<file path="src/rtl/imgproc_pkg.sv">
`default_nettype none
// ============================================================================
// Module   : imgproc_pkg
// Purpose  : State encoding, pixel width and width helper for the frame sequencer.
// Revision : 1.0
// ============================================================================
package imgproc_pkg;

    localparam int PIX_W = 8;

    typedef enum logic [2:0] {
        S_IDLE   = 3'd0,
        S_ACTIVE = 3'd1,
        S_HBLANK = 3'd2,
        S_FLUSH  = 3'd3,
        S_DONE   = 3'd4
    } state_t;

    // Bits needed to hold values 0..value-1; never less than one bit.
    function automatic int clog2(input int value);
        int w;
        w = 1;
        while ((1 << w) < value) begin
            w = w + 1;
        end
        return w;
    endfunction

endpackage
`default_nettype wire

</file>
<file path="src/rtl/imgproc_out_counter.sv">
`default_nettype none
// ============================================================================
// Module   : imgproc_out_counter
// Purpose  : Saturating output-pixel counter with a sticky overrun flag.
// Revision : 1.0
// ============================================================================
module imgproc_out_counter
    import imgproc_pkg::*;
#(
    parameter int MAX_COUNT = 12,
    parameter int CNT_W     = clog2(MAX_COUNT + 1)
) (
    input  logic             clk,
    input  logic             rst_n,
    input  logic             clr_i,
    input  logic             inc_i,
    output logic [CNT_W-1:0] cnt_o,
    output logic [CNT_W-1:0] cnt_next_o,
    output logic             overrun_o
);

    localparam logic [CNT_W-1:0] C_MAX = CNT_W'(MAX_COUNT);

    logic [CNT_W-1:0] cnt_q;
    logic [CNT_W-1:0] cnt_d;
    logic             ovr_q;
    logic             ovr_d;

    always_comb begin
        cnt_d = cnt_q;
        ovr_d = ovr_q;
        if (clr_i) begin
            cnt_d = '0;
            ovr_d = 1'b0;
        end else if (inc_i) begin
            if (cnt_q == C_MAX) begin
                ovr_d = 1'b1;
            end else begin
                cnt_d = cnt_q + 1'b1;
            end
        end
    end

    always_ff @(posedge clk or negedge rst_n) begin
        if (!rst_n) begin
            cnt_q <= '0;
            ovr_q <= 1'b0;
        end else begin
            cnt_q <= cnt_d;
            ovr_q <= ovr_d;
        end
    end

    assign cnt_o      = cnt_q;
    assign cnt_next_o = cnt_d;
    assign overrun_o  = ovr_q;

endmodule
`default_nettype wire

</file>
<file path="src/rtl/imgproc_frame_ctrl.sv">
`default_nettype none
// ============================================================================
// Module   : imgproc_frame_ctrl
// Purpose  : Forwards one frame into the grey/Sobel pipeline with line blanking,
//            drains it with zero pixels and reports completion or timeout.
// Revision : 1.0
// ============================================================================
module imgproc_frame_ctrl
    import imgproc_pkg::*;
#(
    parameter int   IMG_WIDTH    = 640,
    parameter int   IMG_HEIGHT   = 480,
    parameter int   HBLANK       = 4,
    parameter int   OUT_PIXELS   = 307200,
    parameter int   FLUSH_PIXELS = 1282,
    localparam int  CNT_W        = clog2(OUT_PIXELS + 1)
) (
    input  logic             clk,
    input  logic             rst_n,
    input  logic             start_i,
    input  logic             abort_i,
    input  logic             s_valid_i,
    output logic             s_ready_o,
    input  logic [PIX_W-1:0] s_r_i,
    input  logic [PIX_W-1:0] s_g_i,
    input  logic [PIX_W-1:0] s_b_i,
    output logic             pipe_valid_o,
    output logic [PIX_W-1:0] pipe_r_o,
    output logic [PIX_W-1:0] pipe_g_o,
    output logic [PIX_W-1:0] pipe_b_o,
    input  logic             pipe_out_valid_i,
    output logic             busy_o,
    output logic             frame_done_o,
    output logic             err_timeout_o,
    output logic             err_overrun_o,
    output logic [CNT_W-1:0] out_cnt_o
);

    localparam int C_X_W  = clog2(IMG_WIDTH);
    localparam int C_Y_W  = clog2(IMG_HEIGHT);
    localparam int C_F_W  = clog2(FLUSH_PIXELS);
    localparam int C_HB_W = clog2(HBLANK + 1);

    localparam logic [C_X_W-1:0]  C_X_LAST  = C_X_W'(IMG_WIDTH - 1);
    localparam logic [C_Y_W-1:0]  C_Y_LAST  = C_Y_W'(IMG_HEIGHT - 1);
    localparam logic [C_F_W-1:0]  C_F_LAST  = C_F_W'(FLUSH_PIXELS - 1);
    localparam logic [C_HB_W-1:0] C_HB_LAST = C_HB_W'((HBLANK > 0) ? HBLANK - 1 : 0);
    localparam logic [CNT_W-1:0]  C_OUT_MAX = CNT_W'(OUT_PIXELS);

    state_t                 state_q, state_d;
    logic [C_X_W-1:0]       x_q, x_d;
    logic [C_Y_W-1:0]       y_q, y_d;
    logic [C_HB_W-1:0]      hb_q, hb_d;
    logic [C_F_W-1:0]       flush_q, flush_d;
    logic                   pv_q, pv_d;
    logic [3*PIX_W-1:0]     rgb_q, rgb_d;
    logic                   busy_q, busy_d;
    logic                   done_q, done_d;
    logic                   tout_q, tout_d;
    logic                   cnt_clr;
    logic                   cnt_inc;
    logic                   reached;
    logic                   limit;
    logic [CNT_W-1:0]       cnt_next;

    assign s_ready_o = (state_q == S_ACTIVE);
    assign cnt_inc   = pipe_out_valid_i && (state_q != S_IDLE);
    // An output arriving in the same cycle already counts toward completion.
    assign reached   = (cnt_next == C_OUT_MAX);
    assign limit     = (flush_q == C_F_LAST);

    imgproc_out_counter #(
        .MAX_COUNT (OUT_PIXELS),
        .CNT_W     (CNT_W)
    ) u_out_counter (
        .clk        (clk),
        .rst_n      (rst_n),
        .clr_i      (cnt_clr),
        .inc_i      (cnt_inc),
        .cnt_o      (out_cnt_o),
        .cnt_next_o (cnt_next),
        .overrun_o  (err_overrun_o)
    );

    always_comb begin
        state_d = state_q;
        x_d     = x_q;
        y_d     = y_q;
        hb_d    = hb_q;
        flush_d = flush_q;
        pv_d    = 1'b0;
        rgb_d   = rgb_q;
        tout_d  = tout_q;
        cnt_clr = 1'b0;

        case (state_q)
            S_IDLE: begin
                if (start_i && !abort_i) begin
                    x_d     = '0;
                    y_d     = '0;
                    hb_d    = '0;
                    flush_d = '0;
                    tout_d  = 1'b0;
                    cnt_clr = 1'b1;
                    state_d = S_ACTIVE;
                end
            end
            S_ACTIVE: begin
                if (s_valid_i) begin
                    pv_d  = 1'b1;
                    rgb_d = {s_r_i, s_g_i, s_b_i};
                    if (x_q == C_X_LAST) begin
                        x_d = '0;
                        if (y_q == C_Y_LAST) begin
                            flush_d = '0;
                            state_d = S_FLUSH;
                        end else begin
                            y_d = y_q + 1'b1;
                            if (HBLANK > 0) begin
                                hb_d    = '0;
                                state_d = S_HBLANK;
                            end
                        end
                    end else begin
                        x_d = x_q + 1'b1;
                    end
                end
            end
            S_HBLANK: begin
                if (hb_q == C_HB_LAST) begin
                    state_d = S_ACTIVE;
                end else begin
                    hb_d = hb_q + 1'b1;
                end
            end
            S_FLUSH: begin
                pv_d    = 1'b1;
                rgb_d   = '0;
                flush_d = flush_q + 1'b1;
                if (reached || limit) begin
                    state_d = S_DONE;
                    tout_d  = !reached;
                end
            end
            S_DONE: begin
                state_d = S_IDLE;
            end
            default: begin
                state_d = S_IDLE;
            end
        endcase

        // Abort wins over every transition but leaves flags and counts intact.
        if (abort_i) begin
            state_d = S_IDLE;
            pv_d    = 1'b0;
            rgb_d   = rgb_q;
            tout_d  = tout_q;
        end

        busy_d = (state_d != S_IDLE);
        done_d = (state_d == S_DONE);
    end

    always_ff @(posedge clk or negedge rst_n) begin
        if (!rst_n) begin
            state_q <= S_IDLE;
            x_q     <= '0;
            y_q     <= '0;
            hb_q    <= '0;
            flush_q <= '0;
            pv_q    <= 1'b0;
            rgb_q   <= '0;
            busy_q  <= 1'b0;
            done_q  <= 1'b0;
            tout_q  <= 1'b0;
        end else begin
            state_q <= state_d;
            x_q     <= x_d;
            y_q     <= y_d;
            hb_q    <= hb_d;
            flush_q <= flush_d;
            pv_q    <= pv_d;
            rgb_q   <= rgb_d;
            busy_q  <= busy_d;
            done_q  <= done_d;
            tout_q  <= tout_d;
        end
    end

    assign pipe_valid_o  = pv_q;
    assign pipe_r_o      = rgb_q[3*PIX_W-1:2*PIX_W];
    assign pipe_g_o      = rgb_q[2*PIX_W-1:PIX_W];
    assign pipe_b_o      = rgb_q[PIX_W-1:0];
    assign busy_o        = busy_q;
    assign frame_done_o  = done_q;
    assign err_timeout_o = tout_q;

endmodule
`default_nettype wire

</file>
<file path="config.mk">
export PLATFORM = sky130hd
export DESIGN_NAME = imgproc_frame_ctrl
export DESIGN_NICKNAME = d
export VERILOG_FILES = /design/src/rtl/imgproc_pkg.sv /design/src/rtl/imgproc_out_counter.sv /design/src/rtl/imgproc_frame_ctrl.sv
export SDC_FILE = /design/constraint.sdc
export NUM_CORES = 1
export LEC_CHECK = 0
export ABC_AREA = 1
export CAP_MARGIN = 25
export CORE_MARGIN = 2
export CORE_UTILIZATION = 29
export CTS_CLUSTER_DIAMETER = 100
export CTS_CLUSTER_SIZE = 20
export DETAILED_ROUTE_END_ITERATION = 8
export MAX_ROUTING_LAYER = met4
export PLACE_DENSITY_LB_ADDON = 0.1
export SYNTH_ARGS = -nofsm -noshare
export SYNTH_HDL_FRONTEND = slang
export SYNTH_HIERARCHICAL = 1
export SYNTH_SLANG_ARGS = --single-unit
</file>
<file path="constraint.sdc">
create_clock -name clk -period 6.23 [get_ports clk]
set_input_delay 0.9345 -clock clk [delete_from_list [all_inputs] [get_ports clk]]
set_output_delay 0.9345 -clock clk [all_outputs]
set_load 0.005 [all_outputs]
</file>
==> After elaboration in Yosys (flattened, before gate mapping) <==
Index checks and enable logic that the tools add are counted.
{ "totals": {"elab_cells": 101, "out_inout_bits": 49, "ff_bits": 84, "in_bits": 30} }
{ "op_classes": {"eq_ne": 17, "muxes": 44, "n_reduce_logical": 22, "n_addsub": 5, "bitwise_logic": 1} }
{ "op_table": {"columns": ["operator", "n"], "rows": [
  ["two-way mux 19 bit", 3],
  ["one-hot mux 24 bit (2 select lines)", 1],
  ["two-way mux 11 bit", 4],
  ["== test 19 bit (second input constant)", 2],
  ["two-way mux 9 bit", 4],
  ["two-way mux 3 bit", 11],
  ["one-hot mux 11 bit (3 select lines)", 1],
  ["two-way mux 10 bit", 3],
  ["two-way mux 24 bit", 1],
  ["one-hot mux 10 bit (2 select lines)", 1],
  ["adder 19 x 1 -> 19 bit (second input constant)", 1],
  ["one-hot mux 9 bit (2 select lines)", 1],
  ["one-hot mux 3 bit (4 select lines)", 1],
  ["nonzero test 3 bit", 4],
  ["adder 11 x 1 -> 11 bit (second input constant)", 1],
  ["== test 11 bit (second input constant)", 1],
  ["adder 10 x 1 -> 10 bit (second input constant)", 1],
  ["== test 10 bit (second input constant)", 1],
  ["two-way mux 1 bit", 10],
  ["!= test 2 bit (second input constant)", 5],
  ["AND reduction 5 bit", 2],
  ["nonzero test 2 bit", 5],
  ["adder 9 x 1 -> 9 bit (second input constant)", 1],
  ["== test 3 x 2 -> 1 bit (second input constant)", 3],
  ["other kinds (16)", 21]
]} }

==> Longest topological paths before layout <==
{ "depth": {"depth_word": 11, "mapped_depth": 19, "mapped_depth_nobuf": 19} }

==> Modules after synthesis <==
The synthesis kept the hierarchy.
{ "modules_own_cells": {"columns": ["module", "cells_each", "n_inst", "area_each_um2", "seq_area_each_um2"], "rows": [
  ["imgproc_frame_ctrl", 435, 1, 3362.0, 1601.5],
  ["imgproc_out_counter", 209, 1, 1366.3, 500.5]
]} }

==> Least setup slack after synthesis <==
No wires, ideal clock.
{ "synth_path": {"path_type": "input-to-reg", "start": "in abort_i", "end": "reg busy_q (netlist: busy_o)", "path_buffers": 2, "cell_stages": 15, "required_ns": 6.104, "setup_time_ns": 0.126, "arrival_ns": 2.678, "path_slack_ns": 3.426, "cell_sequence": "inv_1 -> nand2_1 -> nand2_1 -> nand2_4 -> inv_1 -> clkbuf_1 -> clkbuf_1 -> nor2_1 -> or2_2 -> nor2_1 -> nand3_1 -> nand3_1 -> nand2_1 -> nand2_1 -> nand3_1"} }
{ "synth_between": {"elab_chain_len": 11, "elab_cells_between_ends": 12, "cone_classes": "eq/ne (1); mux (7); reduce/logical (4)"} }
{ "synth_lines": {"columns": ["element", "line_no", "text"], "rows": [
  ["from (decl)", "imgproc_frame_ctrl.sv:21", "input logic abort_i,"],
  ["logical NOT 1 bit", "imgproc_frame_ctrl.sv:98", "if (start_i && !abort_i) begin"],
  ["logical AND 1 bit", "imgproc_frame_ctrl.sv:98", null],
  ["two-way mux 1 bit", "imgproc_frame_ctrl.sv:98", null],
  ["two-way mux 1 bit", "imgproc_frame_ctrl.sv:96", "case (state_q)"],
  ["net cnt_clr", "imgproc_frame_ctrl.sv:60", "logic cnt_clr;"],
  ["two-way mux 19 bit", "imgproc_out_counter.sv:32", "if (clr_i) begin"],
  ["net cnt_next[8]", "imgproc_frame_ctrl.sv:64", "logic [CNT_W-1:0] cnt_next;"],
  ["== test 19 bit", "imgproc_frame_ctrl.sv:69", "assign reached = (cnt_next == C_OUT_MAX);"],
  ["logical OR 1 bit", "imgproc_frame_ctrl.sv:140", "if (reached || limit) begin"],
  ["two-way mux 3 bit", "imgproc_frame_ctrl.sv:140", null],
  ["one-hot mux 3 bit (4 select lines)", "imgproc_frame_ctrl.sv:96", null],
  ["two-way mux 3 bit", "imgproc_frame_ctrl.sv:154", "if (abort_i) begin"],
  ["nonzero test 3 bit", "imgproc_frame_ctrl.sv:161", "busy_d = (state_d != S_IDLE);"],
  ["net busy_d", "imgproc_frame_ctrl.sv:57", "logic busy_q, busy_d;"],
  ["to (signal assigned)", "imgproc_frame_ctrl.sv:185", "busy_q <= busy_d;"],
  ["to (decl)", "imgproc_frame_ctrl.sv:57", null]
]} }
The timed path passes the listed nets, and every way through them passes these cells.
A chain may end at the register's enable or synchronous reset.

==> Final worst setup path <==
{ "layout_path": {"start": "in abort_i", "end": "reg tout_q (netlist: err_timeout_o)"} }
{ "layout_between": {"elab_chain_len": 9, "elab_cells_between_ends": 14, "cone_classes": "eq/ne (3); mux (5); bitwise (1); reduce/logical (5)"} }
{ "layout_lines": {"columns": ["element", "line_no", "text"], "rows": [
  ["logical NOT 1 bit (*)", "imgproc_frame_ctrl.sv:98", null],
  ["logical AND 1 bit (*)", "imgproc_frame_ctrl.sv:98", null],
  ["two-way mux 1 bit (*)", "imgproc_frame_ctrl.sv:98", null],
  ["two-way mux 1 bit (*)", "imgproc_frame_ctrl.sv:96", null],
  ["net cnt_clr", "imgproc_frame_ctrl.sv:60", null],
  ["two-way mux 19 bit (*)", "imgproc_out_counter.sv:32", null],
  ["net cnt_next[1]", "imgproc_frame_ctrl.sv:64", null],
  ["== test 19 bit (*)", "imgproc_frame_ctrl.sv:69", null],
  ["logical OR 1 bit / logical NOT 1 bit (equally long branches)", "imgproc_frame_ctrl.sv:140, imgproc_frame_ctrl.sv:142", null],
  ["!= test 2 bit (no line) / two-way mux 1 bit (equally long branches)", null, null],
  ["AND reduction 4 bit (no line) / one-hot mux 1 bit (2 select lines) (equally long branches)", null, null],
  ["to (signal assigned)", "imgproc_frame_ctrl.sv:187", "tout_q <= tout_d;"],
  ["to (decl)", "imgproc_frame_ctrl.sv:59", "logic tout_q, tout_d;"]
]} }
Mark *: on every way through the listed nets, which the timed path passes. The rest lies on a longest branch. The select of a mux whose other input is x is not followed.

==> flow_summary.toml <==
[outcome]
outcome = "completed"

[drt]
wl_per_cell_microns = 12.82
drtIter0Drc = 230
via_count = 4234
routed_wl_microns = 12070
ant_nets = 0
drc_errors = 0
drt_pass1_iterations = 4
vias_per_cell = 4.495

[clocking]
root_buffer = "clkbuf_16"
cts_resized = 0
hold_buffers = 0
cts_tree = "yes"
cts_buffers = 9
cts.clk_slew.worst_paths_ns = 0.06
cts_sinks = 84
post_cts_buffers = 0
htreeDepth = 3
worst_skew_pair.late_latency_ns = 0.34
cts_buffer_depth = 2

[placed_design]
gp_congestion = 0.8186
dpl_cell_area_sq_um = 5693
post-dp-hpwl_microns = 8934
portBuffers = 78
dp_cells = 924

[synth]
ys_ff_latch = 84
yosysUniqueCellTypes = 35
syn-instance-count = 644
syn_nets = 682
synth_top_area_frac = 0.4446
syn-cell-area_sq_um = 4728
synth_top_cell_by_area = "dfrtp_1"
yosysMostFrequentCell = "nand2_1"
yosysSeqAreaShare = 0.4446
yosysWarnings = 6
ys_top_cells_by_area = "dfrtp_1, nand2_1, nor2_1"
async_flop_share = 1.000
synthTopCellsByCount = "nand2_1, dfrtp_1, nor2_1, inv_1, nand3_1"
synth_edf_count = 0
avgSynthCellArea_sq_um = 7.342
synth_ff_type = "dfrtp_1"

[power]
p_leak_nw = 2.777
powerDensity_nw_per_um2 = 268.9
max-vdd-ir-drop_mv = 0.1451

[min_path]
hp-class = "reg -> reg"

[critical_path]
crit_arrival_ns = 3.39
path_max_fanout = 17
timing.rr.end = "err_timeout_o$_DFFE_PN0P_"
r2r_cells = 16
crit_path_end_kind = "register"
r2r_start = "state_q[1]$_DFF_PN0_"
crit_end = "err_timeout_o$_DFFE_PN0P_"
cp-start-kind = "primary input"
cp.required_ns = 6.46
rrSetupSlack_ns = 3.57
criticalPathCategory = "in -> reg"
startpoint = "abort_i"

[cells_and_area]
multiInputGateArea_sq_um = 2231
register_area_sq_um = 2102
final_cells = 942
synthToLayoutAreaGrowth_pct = 26.78
postLayoutCellArea_sq_um = 5995
nFillCells = 1688
nNetsFinal = 758
drive_gt1_frac = 0.06069

[sta]
hold_violations = 0
fin_crit_sh = 0.5064
grt_setup_unrepaired = "false"
fin_worst_skew_ns = 0.004923
slew_headroom = 0.6041
period_needed_ns = 3.155
fin_tns_setup_ns = 0
setup_viol = 0
max_freq_mhz = 317.0
tightest_slew_ns = 0.5932
holdWs_ns = 0.4801
slew_violations = 0

[global_routing]
grt_max_degree = 50
grt_use_total = 0.1513
grt_pass1_vias = 4258
antenna_found_initial = 0
grt_pass1_wl_microns = 20870
grt_overflow = 0

[floorplanning]
die_w_microns = 131.7
start_util = 0.2977
coreArea_sq_um = 15890
die-area_sq_um = 17340
placementRows = 46
die_h_microns = 131.7
ioPinCount = 79

[job]
cap_violations = 0
-- cells in the final DEF (no fill, tap or decap), types with 3 or more instances in the layout --
master,Yosys,layout
nand2_1,198,198
dfrtp_1,84,84
nor2_1,81,81
clkdlybuf4s50_1,0,77
inv_1,73,73
nand3_1,42,42
o21ai_0,38,38
a21oi_1,14,14
nand4_1,13,13
nor3_1,11,11
o21ai_1,11,11
xor2_1,10,10
clkbuf_16,0,9
ha_1,8,8
inv_2,4,4
nor2_4,4,4
xnor2_1,4,4
o31ai_1,4,4
buf_4,2,4
nand2_2,3,3
or2_2,3,3
nand3_2,3,3
-- per-layer routing --
layer  routed length (microns)  global-route usage
met5                         0                   -
met4                       157             0.05254
met3                       366             0.02816
met2                      5734              0.2417
met1                      5816              0.1930
-- final cells by class --
cell class / instances / area share
Antenna cell: 1 / 0.0004174
Clock buffer: 12 / 0.04112
Clock inverter: 4 / 0.004174
Inverter: 77 / 0.04822
Multi-Input combinational cell: 466 / 0.3722
Sequential cell: 84 / 0.3507
Tap cell: 216 / 0.04508
Timing Repair Buffer: 82 / 0.1382
-- power breakdown --
group          total [mW]  switching (mW)  internal, mW
registers           0.700          0.0748         0.625
clock network       0.491           0.211         0.280
logic               0.422           0.206         0.215
total                1.61           0.492          1.12
-- through the flow --
stage | worst slack [ns] | util | power (mW)
6_report | 3.075 | 0.3774 | 1.612
5_1_grt | 2.781 | 0.3772 | 1.725
4_1_cts | 3.059 | 0.3755 | 1.640
3_5_place_dp | 2.701 | 0.3584 | 1.136
3_3_place_gp | 2.764 | 0.3584 | 1.133
2_1_floorplan | 3.426 | - | 0.9073
-- flip-flops by register name, summed over array words and instances, names as in the netlist --
signal	cells
rgb_q	24
u_out_counter/cnt_o	19
flush_q	11
x_q	10
y_q	9
hb_q	3
state_q	3
busy_o	1
err_timeout_o	1
frame_done_o	1
pipe_valid_o	1
u_out_counter/overrun_o	1
-- how the worst min path moves through the flow --
| stage | startpoint | depth (start not counted) | endpoint | slack [ns] |
|---|---|---|---|---|
| 2_1_floorplan | x_q[5]$_DFFE_PN0P_ | 2 | x_q[5]$_DFFE_PN0P_ | 0.47 |
| 3_3_place_gp | rgb_q[8]$_DFFE_PN0P_ | 2 | rgb_q[8]$_DFFE_PN0P_ | 0.47 |
| 3_5_place_dp | rgb_q[4]$_DFFE_PN0P_ | 2 | rgb_q[4]$_DFFE_PN0P_ | 0.47 |
| 4_1_cts | rgb_q[4]$_DFFE_PN0P_ | 2 | rgb_q[4]$_DFFE_PN0P_ | 0.49 |
| 5_1_grt | rgb_q[5]$_DFFE_PN0P_ | 2 | rgb_q[5]$_DFFE_PN0P_ | 0.52 |
| 6_report | rgb_q[4]$_DFFE_PN0P_ | 2 | rgb_q[4]$_DFFE_PN0P_ | 0.48 |
-- cells by family after synthesis --
logic type               share of synthesized area
AND/OR/NAND/NOR                             0.3324
flip-flops                                  0.4446
AO/OA/AOI/OAI                              0.09235
XOR/XNOR                                   0.02593
buffers and inverters                      0.08362
adder cells (fa/ha/maj)                    0.02117
-- critical path: stages --
cell             delay (ns)
clkdlybuf4s50_1        0.42
inv_1                  0.12
nand2_1                0.08
nand2_1                0.10
nand2_4                0.10
inv_1                  0.46
inv_1                  0.19
nand2_1                0.11
nor2_1                 0.05
nor2_1                 0.09
nand2_1                0.05
nor2_1                 0.24
nand3b_1               0.12
nand2_1                0.07
nand2_1                0.11
nand3_1                0.10
nand2_1                0.05
Power figures use the tool's default switching activity.
